File: config.mk
export PLATFORM = sky130hd
export DESIGN_NAME = fifo_rd_stream
export DESIGN_NICKNAME = d
export VERILOG_FILES = /design/src/rtl/fifo_pkg.sv /design/src/rtl/rd_skid_buf.sv /design/src/rtl/fifo_rd_stream.sv
export SDC_FILE = /design/constraint.sdc
export NUM_CORES = 1
export LEC_CHECK = 0
export CORE_UTILIZATION = 37
export DETAILED_ROUTE_END_ITERATION = 12
export PLACE_DENSITY_LB_ADDON = 0.05
export SYNTH_ARGS = -nofsm -noshare
export SYNTH_HDL_FRONTEND = slang
export SYNTH_SLANG_ARGS = --single-unit
File: constraint.sdc
create_clock -name clk -period 1.43 [get_ports clk]
set_input_delay 0.286 -clock clk [delete_from_list [all_inputs] [get_ports clk]]
set_output_delay 0.286 -clock clk [all_outputs]
set_load 0.005 [all_outputs]
File: src/rtl/fifo_pkg.sv
// rtl/fifo_pkg.sv - shared fifo_syn / fifo_rd_stream types and constants
package fifo_pkg;

    localparam int FIFO_WIDTH = 8;
    localparam int FIFO_DEPTH = 4;

    // Buffered-word count (0..3) and a pointer into the 3-entry read buffer.
    typedef logic [1:0] occ_t;
    typedef logic [1:0] ptr_t;

    function automatic ptr_t ptr_inc(input ptr_t p);
        return (p == 2'd2) ? 2'd0 : p + 2'd1;
    endfunction

endpackage

File: src/rtl/rd_skid_buf.sv
// rtl/rd_skid_buf.sv - 3-entry circular buffer with push/pop, occupancy and registered head data
module rd_skid_buf
    import fifo_pkg::*;
#(
    parameter int WIDTH = FIFO_WIDTH
) (
    input  logic             clk,
    input  logic             rst,
    input  logic             push,
    input  logic [WIDTH-1:0] push_data,
    input  logic             pop,
    output occ_t             occ,
    output logic [WIDTH-1:0] head_data
);

    logic [WIDTH-1:0] mem_q [0:2];
    logic [WIDTH-1:0] mem_d [0:2];
    ptr_t             head_q, head_d;
    ptr_t             tail_q, tail_d;
    occ_t             occ_q, occ_d;

    always_comb begin
        mem_d  = mem_q;
        head_d = head_q;
        tail_d = tail_q;
        occ_d  = occ_q;
        if (push) begin
            mem_d[tail_q] = push_data;
            tail_d        = ptr_inc(tail_q);
        end
        if (pop) begin
            head_d = ptr_inc(head_q);
        end
        case ({push, pop})
            2'b10:   occ_d = occ_q + 2'd1;
            2'b01:   occ_d = occ_q - 2'd1;
            default: occ_d = occ_q;
        endcase
    end

    always_ff @(posedge clk) begin
        if (rst) begin
            for (int i = 0; i < 3; i++) begin
                mem_q[i] <= '0;
            end
            head_q <= '0;
            tail_q <= '0;
            occ_q  <= '0;
        end else begin
            mem_q  <= mem_d;
            head_q <= head_d;
            tail_q <= tail_d;
            occ_q  <= occ_d;
        end
    end

    // A push never targets the head slot while it is presented, so head data stays stable under stall.
    assign occ       = occ_q;
    assign head_data = mem_q[head_q];

endmodule

File: src/rtl/fifo_rd_stream.sv
// rtl/fifo_rd_stream.sv - fifo_syn read adapter to a framed valid/ready stream; RD_STREAM_STAT_EN adds beat/stall counters
module fifo_rd_stream
    import fifo_pkg::*;
#(
    parameter int WIDTH     = FIFO_WIDTH,
    parameter int BURST_LEN = 4
) (
    input  logic             clk,
    input  logic             rst,
    input  logic             fifo_empty,
    input  logic [WIDTH-1:0] fifo_q,
    output logic             fifo_rd,
    output logic             m_valid,
    output logic [WIDTH-1:0] m_data,
    output logic             m_last,
    input  logic             m_ready
`ifdef RD_STREAM_STAT_EN
    ,
    output logic [15:0]      beat_cnt,
    output logic [15:0]      stall_cnt
`endif
);

    localparam int                CNT_W    = (BURST_LEN > 1) ? $clog2(BURST_LEN) : 1;
    localparam logic [CNT_W-1:0]  LAST_CNT = CNT_W'(BURST_LEN - 1);

    occ_t             occ;
    logic             inflight_q, inflight_d;
    logic [CNT_W-1:0] cnt_q, cnt_d;
    logic [2:0]       committed;
    logic             pop;

    rd_skid_buf #(
        .WIDTH (WIDTH)
    ) u_buf (
        .clk       (clk),
        .rst       (rst),
        .push      (inflight_q),
        .push_data (fifo_q),
        .pop       (pop),
        .occ       (occ),
        .head_data (m_data)
    );

    // Issue only from registered state so m_ready never reaches fifo_rd.
    assign committed = {1'b0, occ} + {2'b00, inflight_q};
    assign fifo_rd   = !rst && !fifo_empty && (committed <= 3'd2);
    assign m_valid   = (occ != 2'd0);
    assign pop       = m_valid && m_ready;
    assign m_last    = (cnt_q == LAST_CNT) && m_valid;

    always_comb begin
        inflight_d = fifo_rd;
        cnt_d      = cnt_q;
        if (pop) begin
            cnt_d = (cnt_q == LAST_CNT) ? '0 : cnt_q + 1'b1;
        end
    end

    always_ff @(posedge clk) begin
        if (rst) begin
            inflight_q <= 1'b0;
            cnt_q      <= '0;
        end else begin
            inflight_q <= inflight_d;
            cnt_q      <= cnt_d;
        end
    end

`ifdef RD_STREAM_STAT_EN
    logic [15:0] beat_cnt_q, beat_cnt_d;
    logic [15:0] stall_cnt_q, stall_cnt_d;

    always_comb begin
        beat_cnt_d  = beat_cnt_q;
        stall_cnt_d = stall_cnt_q;
        if (pop && (beat_cnt_q != 16'hFFFF)) begin
            beat_cnt_d = beat_cnt_q + 16'd1;
        end
        if (m_valid && !m_ready && (stall_cnt_q != 16'hFFFF)) begin
            stall_cnt_d = stall_cnt_q + 16'd1;
        end
    end

    always_ff @(posedge clk) begin
        if (rst) begin
            beat_cnt_q  <= '0;
            stall_cnt_q <= '0;
        end else begin
            beat_cnt_q  <= beat_cnt_d;
            stall_cnt_q <= stall_cnt_d;
        end
    end

    assign beat_cnt  = beat_cnt_q;
    assign stall_cnt = stall_cnt_q;
`endif

endmodule

==> run_results.csv, run 1 <==
group,metric,value,unit
grt,grt_usage,17.6,%
pwr,peakVddDrop,670,uV
synth,ys_ff_latch,33,
clock_tree,cts_tree,"built",
worst_setup_path,startpoint,"inflight_q",
worst_setup_path,critical_path.max_fanout,2,
drt,vias,1219,
clock_tree,cts_buffers,5,
clock_tree,insertion_delay,0.28,ns
finish,fin_cells,251,
clock_tree,cts.reportedPaths.clkPinSlew,0.07,ns
place,pre_cts_slack,-0.392,ns
worst_setup_path,reg2reg_slack,-0.01,ns
sta,relSlewSlack,76.7,%
finish,drive_above_1_share,33.0,%
worst_setup_path,cp_common_cell,"ha_4",
finish,multiInputGateArea,816,um^2
pwr,p_leak,0.955,nW
synth,yosys.area.top_type,"dfxtp_1",
synth,yosys.area_share.simple,15.8,%
clock_tree,root_buffer,"clkbuf_8",
sta,worst_slack,-0.227,ns
synth,synth-xor-area-share,1.21,%
worst_setup_path,start_kind,"register",
drt,wl_per_cell,12.8,um
die,rows,22,
sta,rsz0062_at_grt,"yes",
worst_setup_path,cp_cell_sequence,"ha_4, inv_2, ha_4, a21oi_2, nor3_1, buf_2",
drt,drt-vias-per-instance,4.86,
sta,worst_pin_slew,0.349,ns
synth,synth_cell_types,23,
die,fp.dieW,64.6,um
die,core,0.00372,mm^2
synth,yosys-top-cells-area,"dfxtp_1 (46%), mux2i_1 (23%), nor2_1 (7.3%), ha_1 (4.3%), o21ai_0 (3.1%)",
worst_setup_path,critical_path_class,"reg -> out",
drt,dr.pass1.iters,4,
drt,ant_nets,0,
synth,ys.warnings.count,0,
die,die_y,64.6,um
worst_setup_path,path_delay_family,"adder cells",
grt,grt_pass1_wl,5580,um
sta,drv_slew,0,
sta,finalClockSkew,0.00719,ns
worst_setup_path,worstSetupEndpoint,"fifo_rd",
drt,drt-total-wl,3210,um
clock_tree,cts-htree-levels,2,
sta,hold_viol,0,
drt,drc,0,
finish,final_cell_area,0.00210,mm^2
grt,antenna_found_initial,0,
synth,synthAdderAreaFrac,4.32,%
synth,synth_area,0.00145,mm^2
synth,netlist_instances,156,
finish,fill_cells,371,
worst_setup_path,critPathArrivalTime,1.37,ns
clock_tree,cts_buffer_depth,2,
sta,period_share,116,%
sta,min_period,1.66,ns
grt,grt_max_degree,34,
finish,nets,219,
worst_setup_path,cp.depth,6,
sta,setup_viol,11,
place,place_area,0.00183,mm^2
synth,syn_nets,173,
finish,areaGrowthSynthToFinish,44.8,%
die,dieArea,0.00417,mm^2
worst_setup_path,rr_startpoint,"u_buf.occ[0]",
worst_setup_path,required,1.14,ns
synth,synth-seq-area-share,45.6,%
place,dp.cells,232,
finish,regArea,669,um^2
grt,grt_pass1_vias,1209,
grt,grt_overflow_total,0,
drt,drt-initial-drc-count,28,
synth,synth_compound_area_share,6.13,%
worst_hold_path,holdCritPathClass,"reg -> reg",
synth,synthMuxAreaShare,22.8,%
worst_setup_path,worst_path_max_delay_cell,"dfxtp_2",
synth,synth_top_family_by_area,"multiplexers",
place,globalplace.congestion,0.657,
worst_setup_path,rr_worst_depth,7,
finish,antennaDiodeCount,0,
synth,avgSynthCellArea,9.29,um^2
worst_setup_path,end_kind,"primary output",
worst_setup_path,path_buf_inv,2,
worst_setup_path,slowest_delay,0.35,ns
worst_setup_path,r2r-end,"u_buf.occ[1]",
status,run_status,"finished with violations",
place,numPortBuffers,22,
die,io_pins,23,
place,dpl.hpwl,2080,um
sta,fmax,0.603,GHz
clock_tree,cts_num_sinks,33,
pwr,powerDensity,1470,mW/mm^2
die,initial_utilization,39.0,%
status,violations,"negative setup slack",
synth,synth.top_cell.area_share,45.6,%
flow_run,drv_cap,0,
## cell type report
type,instances,share of cell area [%]
multi-input combinational,109,38.9
sequential,33,31.9
timing repair buffer,49,20.1
clock buffer,7,4.11
tap,48,2.86
clock inverter,1,1.43
inverter,4,0.716
## report_power, final
group,switching (mW),internal (mW)
Sequential,0.0701,1.02
Clock,0.328,0.568
Combinational,0.443,0.655
## worst min-delay path: stages (launching register included)
cell and delay, ns:
dfxtp_1 0.32, nand2_1 0.05, a21oi_1 0.05
## worst min-delay path by stage
| stage | from | end | depth (start not counted) | slack, ns |
|---|---|---|---|---|
| 2_1_floorplan | fifo_empty | inflight_q | 1 | 0.37 |
| 3_3_place_gp | cnt_q[0] | cnt_q[0] | 2 | 0.46 |
| 3_5_place_dp | cnt_q[0] | cnt_q[0] | 2 | 0.47 |
| 4_1_cts | cnt_q[0] | cnt_q[0] | 2 | 0.48 |
| 5_1_grt | cnt_q[0] | cnt_q[0] | 2 | 0.52 |
| 6_report | cnt_q[0] | cnt_q[0] | 2 | 0.48 |
## synth_stat cells, drive strengths merged
master and count:
or2 1, nor2 28, nor3 2, o21ai 10
xor2 1, nor2b 1, mux2i 33, nand2 12
ha 5, and2 1, buf 5, or3b 1
or3 3, dfxtp 33, xnor2 1, a21oi 7
inv 4, nor3b 1, nand3b 2, clkbuf 5
## state kept, by name, summed over array words and instances, names as in the netlist
signal,count
u_buf.occ,2
inflight_q,1
cnt_q,2
u_buf.mem_q,24
u_buf.tail_q,2
u_buf.head_q,2
## layout by cell type (no fill, tap or decap), types with 3 or more instances in the layout
| cell | n |
|---|---|
| clkbuf_8 | 6 |
| clkdlybuf4s50_1 | 11 |
| mux2i_1 | 32 |
| buf_6 | 13 |
| nand2_1 | 10 |
| buf_2 | 9 |
| inv_2 | 3 |
| o21ai_1 | 8 |
| a21oi_1 | 5 |
| buf_4 | 16 |
| ha_4 | 3 |
| or3_1 | 3 |
| dfxtp_2 | 4 |
| dfxtp_1 | 28 |
| nor2_1 | 28 |
## cell families (layout without fill, tap and decap cells)
kind of cell / count (synthesis) / count (layout)
simple gates: 52 / 52
mux: 33 / 33
fa+ha+maj: 5 / 5
buf+inv: 14 / 61
compound gates: 17 / 17
xor+xnor: 2 / 2
flops: 33 / 33
## layer usage
| layer | share of wire, % | wire, um | up-vias | GRT usage [%] |
|---|---|---|---|---|
| met5 | 0 | 0 | - | 0 |
| met1 | 45 | 1450 | 579 | 20.7 |
| met3 | 3.7 | 119 | 5 | 4.23 |
| met4 | 1.3 | 41 | 0 | 7.50 |
| met2 | 50 | 1600 | 20 | 30.4 |
| li1 | - | - | 615 | - |
## metrics by stage
stage | power (mW) | util (%) | TNS, ns | hold slack, ns
after global routing | 3.28 | 56.5 | -1.55 | 0.523
final | 3.08 | 56.5 | -0.892 | 0.476
after floorplan | 1.55 | - | 0 | 0.365
after global placement | 1.87 | 49.1 | -2.41 | 0.457
after CTS | 3.09 | 55.5 | -1.32 | 0.483
after detailed placement | 1.90 | 49.1 | -2.48 | 0.474
## what timing repair did
item / in CTS / in global routing
endpoints found under the setup margin: 12 / 18
buffers inserted: 11 / 2
pin swaps: 13 / 10
resized for setup: 77 / 11
hold buffers: 0 / 0
Power figures use the tool's default switching activity.
==> run 2, diff against run 1 <==
--- a/config.mk
+++ b/config.mk
@@ -5,6 +5,8 @@
 export SDC_FILE = /design/constraint.sdc
 export NUM_CORES = 1
 export LEC_CHECK = 0
+export ABC_AREA = 1
+export CAP_MARGIN = 20
 export CORE_UTILIZATION = 37
 export DETAILED_ROUTE_END_ITERATION = 12
 export PLACE_DENSITY_LB_ADDON = 0.05
==> run 2 against run 1 <==
Compared with the run above: the run still ends with negative setup slack left; highest routed layer unchanged; flip-flop and latch count stayed put; die area rose by 2.0%; combinational power is 19% lower; critical path type unchanged; largest power group is now sequential cells.
==> run_results.csv, run 2 <==
group,metric,value,unit
synth,synth-seq-area-share,44.7,%
die,core,0.00374,mm^2
place,numPortBuffers,22,
sta,fmax,0.605,GHz
finish,fin_cells,314,
drt,drt-initial-drc-count,80,
sta,rsz0062_at_grt,"yes",
drt,drt-total-wl,3780,um
drt,dr.pass1.iters,4,
synth,synthArstFlopShare,0,%
finish,drive_above_1_share,28.6,%
place,globalplace.congestion,0.780,
sta,drv_slew,0,
finish,nets,282,
sta,worst_pin_slew,0.350,ns
pwr,peakVddDrop,670,uV
finish,top_register,"u_buf.mem_q",
grt,grt_pass1_vias,1433,
sta,worst_slack,-0.223,ns
worst_hold_path,min_path_cells,2,
worst_hold_path,holdCritPathClass,"reg -> reg",
finish,fill_cells,375,
worst_setup_path,required,1.14,ns
clock_tree,cts-htree-levels,2,
synth,yosysMostFrequentCell,"nor2_1",
sta,tns,-1.26,ns
worst_setup_path,critical_path.max_fanout,2,
sta,min_period,1.65,ns
clock_tree,cts.reportedPaths.clkPinSlew,0.06,ns
synth,avgSynthCellArea,6.75,um^2
sta,relSlewSlack,76.7,%
status,violations,"negative setup slack",
clock_tree,cts_tree,"built",
sta,finalClockSkew,0.00545,ns
grt,antenna_found_initial,0,
die,rows,22,
synth,syn_nets,236,
sta,hold_viol,0,
clock_tree,root_buffer,"clkbuf_8",
pwr,powerDensity,1250,mW/mm^2
finish,areaGrowthSynthToFinish,42.2,%
grt,grt_pass1_wl,6330,um
die,fp.dieW,65.2,um
die,dieArea,0.00425,mm^2
sta,period_share,116,%
grt,grt_usage,20.1,%
synth,synthTopCellsByCount,"nor2_1 (78), o21ai_0 (36), dfxtp_1 (33)",
synth,synth_edf_count,0,
die,die_y,65.2,um
clock_tree,insertion_delay,0.29,ns
flow_run,drv_cap,0,
synth,yosys.area.top_type,"dfxtp_1",
synth,synth_cell_types,15,
finish,mostFrequentLayoutCell,"nor2_1",
status,run_status,"finished with violations",
place,dp.cells,300,
synth,synth_area,0.00148,mm^2
synth,yosys-top-cells-area,"dfxtp_1 (45%), nor2_1 (20%), o21ai_0 (12%), nand2_1 (6.9%), inv_1 (5.3%)",
grt,grt_max_degree,18,
drt,drc,0,
finish,layout_common_cells,"nor2_1 (68), dfxtp_1 (26), nand2_1 (24)",
pwr,p_leak,0.932,nW
die,io_pins,23,
drt,vias,1520,
place,pre_cts_slack,-0.403,ns
clock_tree,cts_buffers,5,
synth,ys.warnings.count,0,
pwr,p_total,2.63,mW
drt,ant_nets,0,
place,dpl.hpwl,2580,um
clock_tree,cts_num_sinks,33,
drt,wl_per_cell,12.0,um
synth,netlist_instances,219,
grt,grt_overflow_total,0,
die,initial_utilization,39.5,%
sta,setup_viol,9,
worst_setup_path,end_kind,"primary output",
synth,synth.top_cell.area_share,44.7,%
worst_setup_path,critPathArrivalTime,1.37,ns
worst_setup_path,critical_path_class,"reg -> out",
drt,drt-vias-per-instance,4.84,
finish,largest_reg_flops,24,
worst_setup_path,start_kind,"register",
worst_setup_path,rr_worst_depth,11,
synth,ys_ff_latch,33,
clock_tree,cts_buffer_depth,2,
finish,antennaDiodeCount,0,
synth,synthFlopType,"dfxtp_1",
run 2: cell types whose count changed in the layout (fill, tap and decap cells not counted), sizes merged, moves of 3 or more:
cell   previous run  this run
buf              38        33
or3               3         0
inv               4        21
nor2             28        78
mux2i            33         0
nand2            12        27
nand3             0         3
o21ai            10        36
run 2: kinds of logic (layout without fill, tap and decap cells):
group / Yosys count / count (layout) / synth area share (%)
AO/OA/AOI/OAI: 42 / 42 / 14.4
flip-flops: 33 / 33 / 44.7
adder cells (fa/ha/maj): 5 / 5 / 4.23
AND/OR/NAND/NOR: 111 / 111 / 29.1
buffers and inverters: 28 / 75 / 7.61
run 2: metal layers:
layer  routed length [um]  vias to the layer above  track usage [%]
met5                    0                        -                0
met4                   98                        0             10.3
met3                  185                       12             6.08
met2                 1830                       44             33.2
met1                 1670                      684             23.2
li1                     -                      780                -
run 2: power breakdown:
part           internal, mW  switching, mW
logic                 0.443          0.445
registers              1.00         0.0554
clock network         0.335          0.351
run 2: final cells by class:
cell class | instances | area (um^2) | share of cell area, %
Multi-Input combinational cell | 158 | 837 | 39.8
Sequential cell | 33 | 672 | 31.9
Timing Repair Buffer | 46 | 369 | 17.5
Inverter | 21 | 78.8 | 3.75
Clock buffer | 5 | 68.8 | 3.27
Tap cell | 48 | 60.1 | 2.86
Clock inverter | 3 | 17.5 | 0.833
run 2: worst paths after layout:
kind / from / end / slack [ns]
hold / removal: u_buf.tail_q[1] / u_buf.tail_q[1] / 0.49
hold reg to reg: u_buf.tail_q[1] / u_buf.tail_q[1] / 0.49
setup reg to reg: u_buf.occ[0] / u_buf.occ[1] / 0.02
setup / recovery: inflight_q / fifo_rd / -0.22
run 2: stage by stage:
step / hold slack, ns / utilization, % / area, um^2
2_1_floorplan: 0.355 / - / 1480
3_3_place_gp: 0.458 / 49.7 / 1860
3_5_place_dp: 0.468 / 49.7 / 1860
4_1_cts: 0.491 / 55.0 / 2060
5_1_grt: 0.511 / 56.2 / 2100
6_report: 0.491 / 56.2 / 2100
run 2: worst max-delay path: stages, from the launching register on:
cell,delay [ns]
dfxtp_4,0.35
ha_4,0.16
ha_2,0.18
nor2_4,0.10
a21oi_4,0.06
nor3_2,0.09
buf_2,0.13
run 2: timing repair:
item | 4_1_cts | 5_1_grt
hold endpoints to repair | 0 | 0
pin swaps | 5 | 4
hold buffers | 0 | 0
setup buffers | 5 | 1
gates cloned | 0 | 0
gates resized for setup | 88 | 16
endpoints found under the setup margin | 12 | 19
==> variant, RTL diff (flow settings as in run 2) <==
Change the parameter `BURST_LEN` from 4 to 8.
--- a/src/rtl/fifo_rd_stream.sv
+++ b/src/rtl/fifo_rd_stream.sv
@@ -5,3 +5,3 @@
     parameter int WIDTH     = FIFO_WIDTH,
-    parameter int BURST_LEN = 4
+    parameter int BURST_LEN = 8
 ) (
Check against the original RTL: not equivalent (Yosys sat finds a counterexample within 10 cycles, from zero or initial values and one cycle with rst high).
==> variant against run 2 <==
  * Wire length is 5.4% higher
  * The flow still finishes with violations (setup timing)
  * Combinational power rose by 2.4%
  * Fmax decreased by 7.6%
  * Design area is 4.0% higher
  * Sequential cell count increased by 1
  * Critical path type unchanged
  * Setup slack got worse by 0.14 ns
  * Cell count fell by 1.3%
  * Total power is 1.5% higher
  * Utilization is 1.9 points lower
  * Area after synthesis rose by 5.6%
==> variant: results (changes against run 2) <==
[run_status]
status=finished, violations left
violations=setup timing

[yosys]
synth_nets=234  ; -0.85%
synth_common_cells=nor2_1, dfxtp_1, nand2_1
yosysSeqAreaShare_pct=43.59  ; -1.1 points
ys_top_cells_by_area=dfxtp_1, nor2_1, nand2_1, a21oi_1, o21ai_1
ys_types=19  ; +4
synth_ff_type=dfxtp_1
synthCells=216  ; -1.4%
async_flop_share_pct=0  ; unchanged

[sta]
hold_ws_ns=0.4687  ; -0.02238 ns
finalSetupViolCount=9  ; unchanged
fin_ws_ns=-0.3590  ; -0.1362 ns
tns_ns=-0.8890  ; +0.3721 ns
final.setup_skew_ns=0.009064  ; +0.003614 ns
max_slew_margin_pct=87.52  ; +11 points

[pwr]
combPwrFrac_pct=34.0  ; +0.3 points
ir_worst_vdd_mv=0.7196  ; +7.4%
switching_share_pct=31.85  ; -0.49 points
p_leak_nw=0.8827  ; -5.3%
powerClk_mw=0.666  ; -3.1%

[route]
viasPerCell=4.910  ; +1.4%
drt_iter0_markers=62  ; -23%
drt_pass1_iterations=4  ; unchanged
wl_per_cell_um=12.86  ; +6.8%

[min_path]
hp-start=u_buf.mem_q[7]
whs_path_depth=2  ; unchanged
hold_path_end=u_buf.mem_q[7]
hold_path.class=register to register

[place]
numPortBuffers=22  ; unchanged
routabilityCongestion=0.7411  ; -5.0%
placed_cells_incl_taps=297  ; -1.0%
hpwl_um=2662  ; +3.0%

[critical_path]
reg2reg_depth=11  ; unchanged
crit-reg2reg-capture=u_buf.occ[1]
cp_top_family=adder cells
cp_data_arrival_time_ns=1.50  ; +0.13 ns
rr_startpoint=u_buf.occ[1]
setup.worst_path.start=inflight_q
max_stage_delay_ns=0.36
crit_path_end=fifo_rd
crit_slowest_cell=dfxtp_4
reg2reg_slack_ns=0.05  ; +0.03 ns

[clock_network]
clk_pin_slew_ns=0.07
htree_levels=2  ; unchanged
clock_latency_ns=0.28
numCtsBuffers=5  ; unchanged
cts_buffer_depth=2  ; unchanged
cts_root_buf=clkbuf_8

[cells_and_area]
n_antenna_cell=0  ; unchanged
final_nets=278  ; -1.4%
drive_gt1_share_pct=29.62  ; +1.0 points
reg_top3=u_buf.mem_q: 24 flops, cnt_q: 3 flops
instances_no_fill=310  ; -1.3%

[grt]
grt_max_degree=20  ; +2
grt_antenna_before_repair=0  ; unchanged
grt_use_total_pct=19.92  ; -0.17 points
grt_pass1_wl_um=6465  ; +2.1%

-- variant: cell types whose count changed after synthesis, moves of 8 or more --
cell,delta
a21oi_1,+15
inv_1,-8
nor2_1,-30
o21ai_0,-23
o21ai_1,+16
-- variant: kinds of logic after synthesis --
logic type	synth area share, %
and+or+nand+nor	26.68
DFF	43.59
buffers and inverters	7.773
AOI/OAI and AO/OA	17.15
adders and majority gates	4.808
-- variant: worst register-to-register path: stages (launching register included) --
cell	delay (ns)
dfxtp_2	0.35
inv_2	0.06
buf_4	0.13
nand2_2	0.08
nand2_2	0.06
inv_2	0.08
ha_4	0.20
inv_4	0.06
nand2_1	0.05
nor2_1	0.10
nor2_1	0.06
nor2_1	0.08
-- variant: per-stage QoR --
stage / setup WS (ns) / cell area [um2] / power (mW) / utilization, %
after floorplan: 0.02197 / 1584 / 1.502 / -
after global placement: -0.3767 / 1981 / 1.872 / 49.16
after detailed placement: -0.3980 / 1981 / 1.898 / 49.16
after CTS: -0.3343 / 2168 / 2.666 / 53.82
after global routing: -0.4256 / 2188 / 2.857 / 54.32
final: -0.3590 / 2188 / 2.672 / 54.32
-- variant: timing repair --
item	CTS	global route
cloned	0	0
setup buffers	6	2
pin swaps	15	19
setup endpoints to repair	13	13
resized for setup	78	8
-- variant: layout make-up --
class | instances | area (um2)
Clock inverter | 2 | 10.01
Sequential cell | 34 | 693.2
Tap cell | 50 | 62.56
Fill cell | 400 | 1841
Clock buffer | 5 | 68.82
Timing Repair Buffer | 44 | 386.6
Inverter | 22 | 97.59
Multi-Input combinational cell | 153 | 869.6
-- variant: layer usage --
layer | up-vias | track usage (%) | share of wire, %
met2 | 33 | 36.87 | 52
met4 | 0 | 8.245 | 1.4
met5 | - | 0 | 0
met3 | 7 | 4.795 | 4.4
li1 | 788 | - | -
met1 | 694 | 21.20 | 43
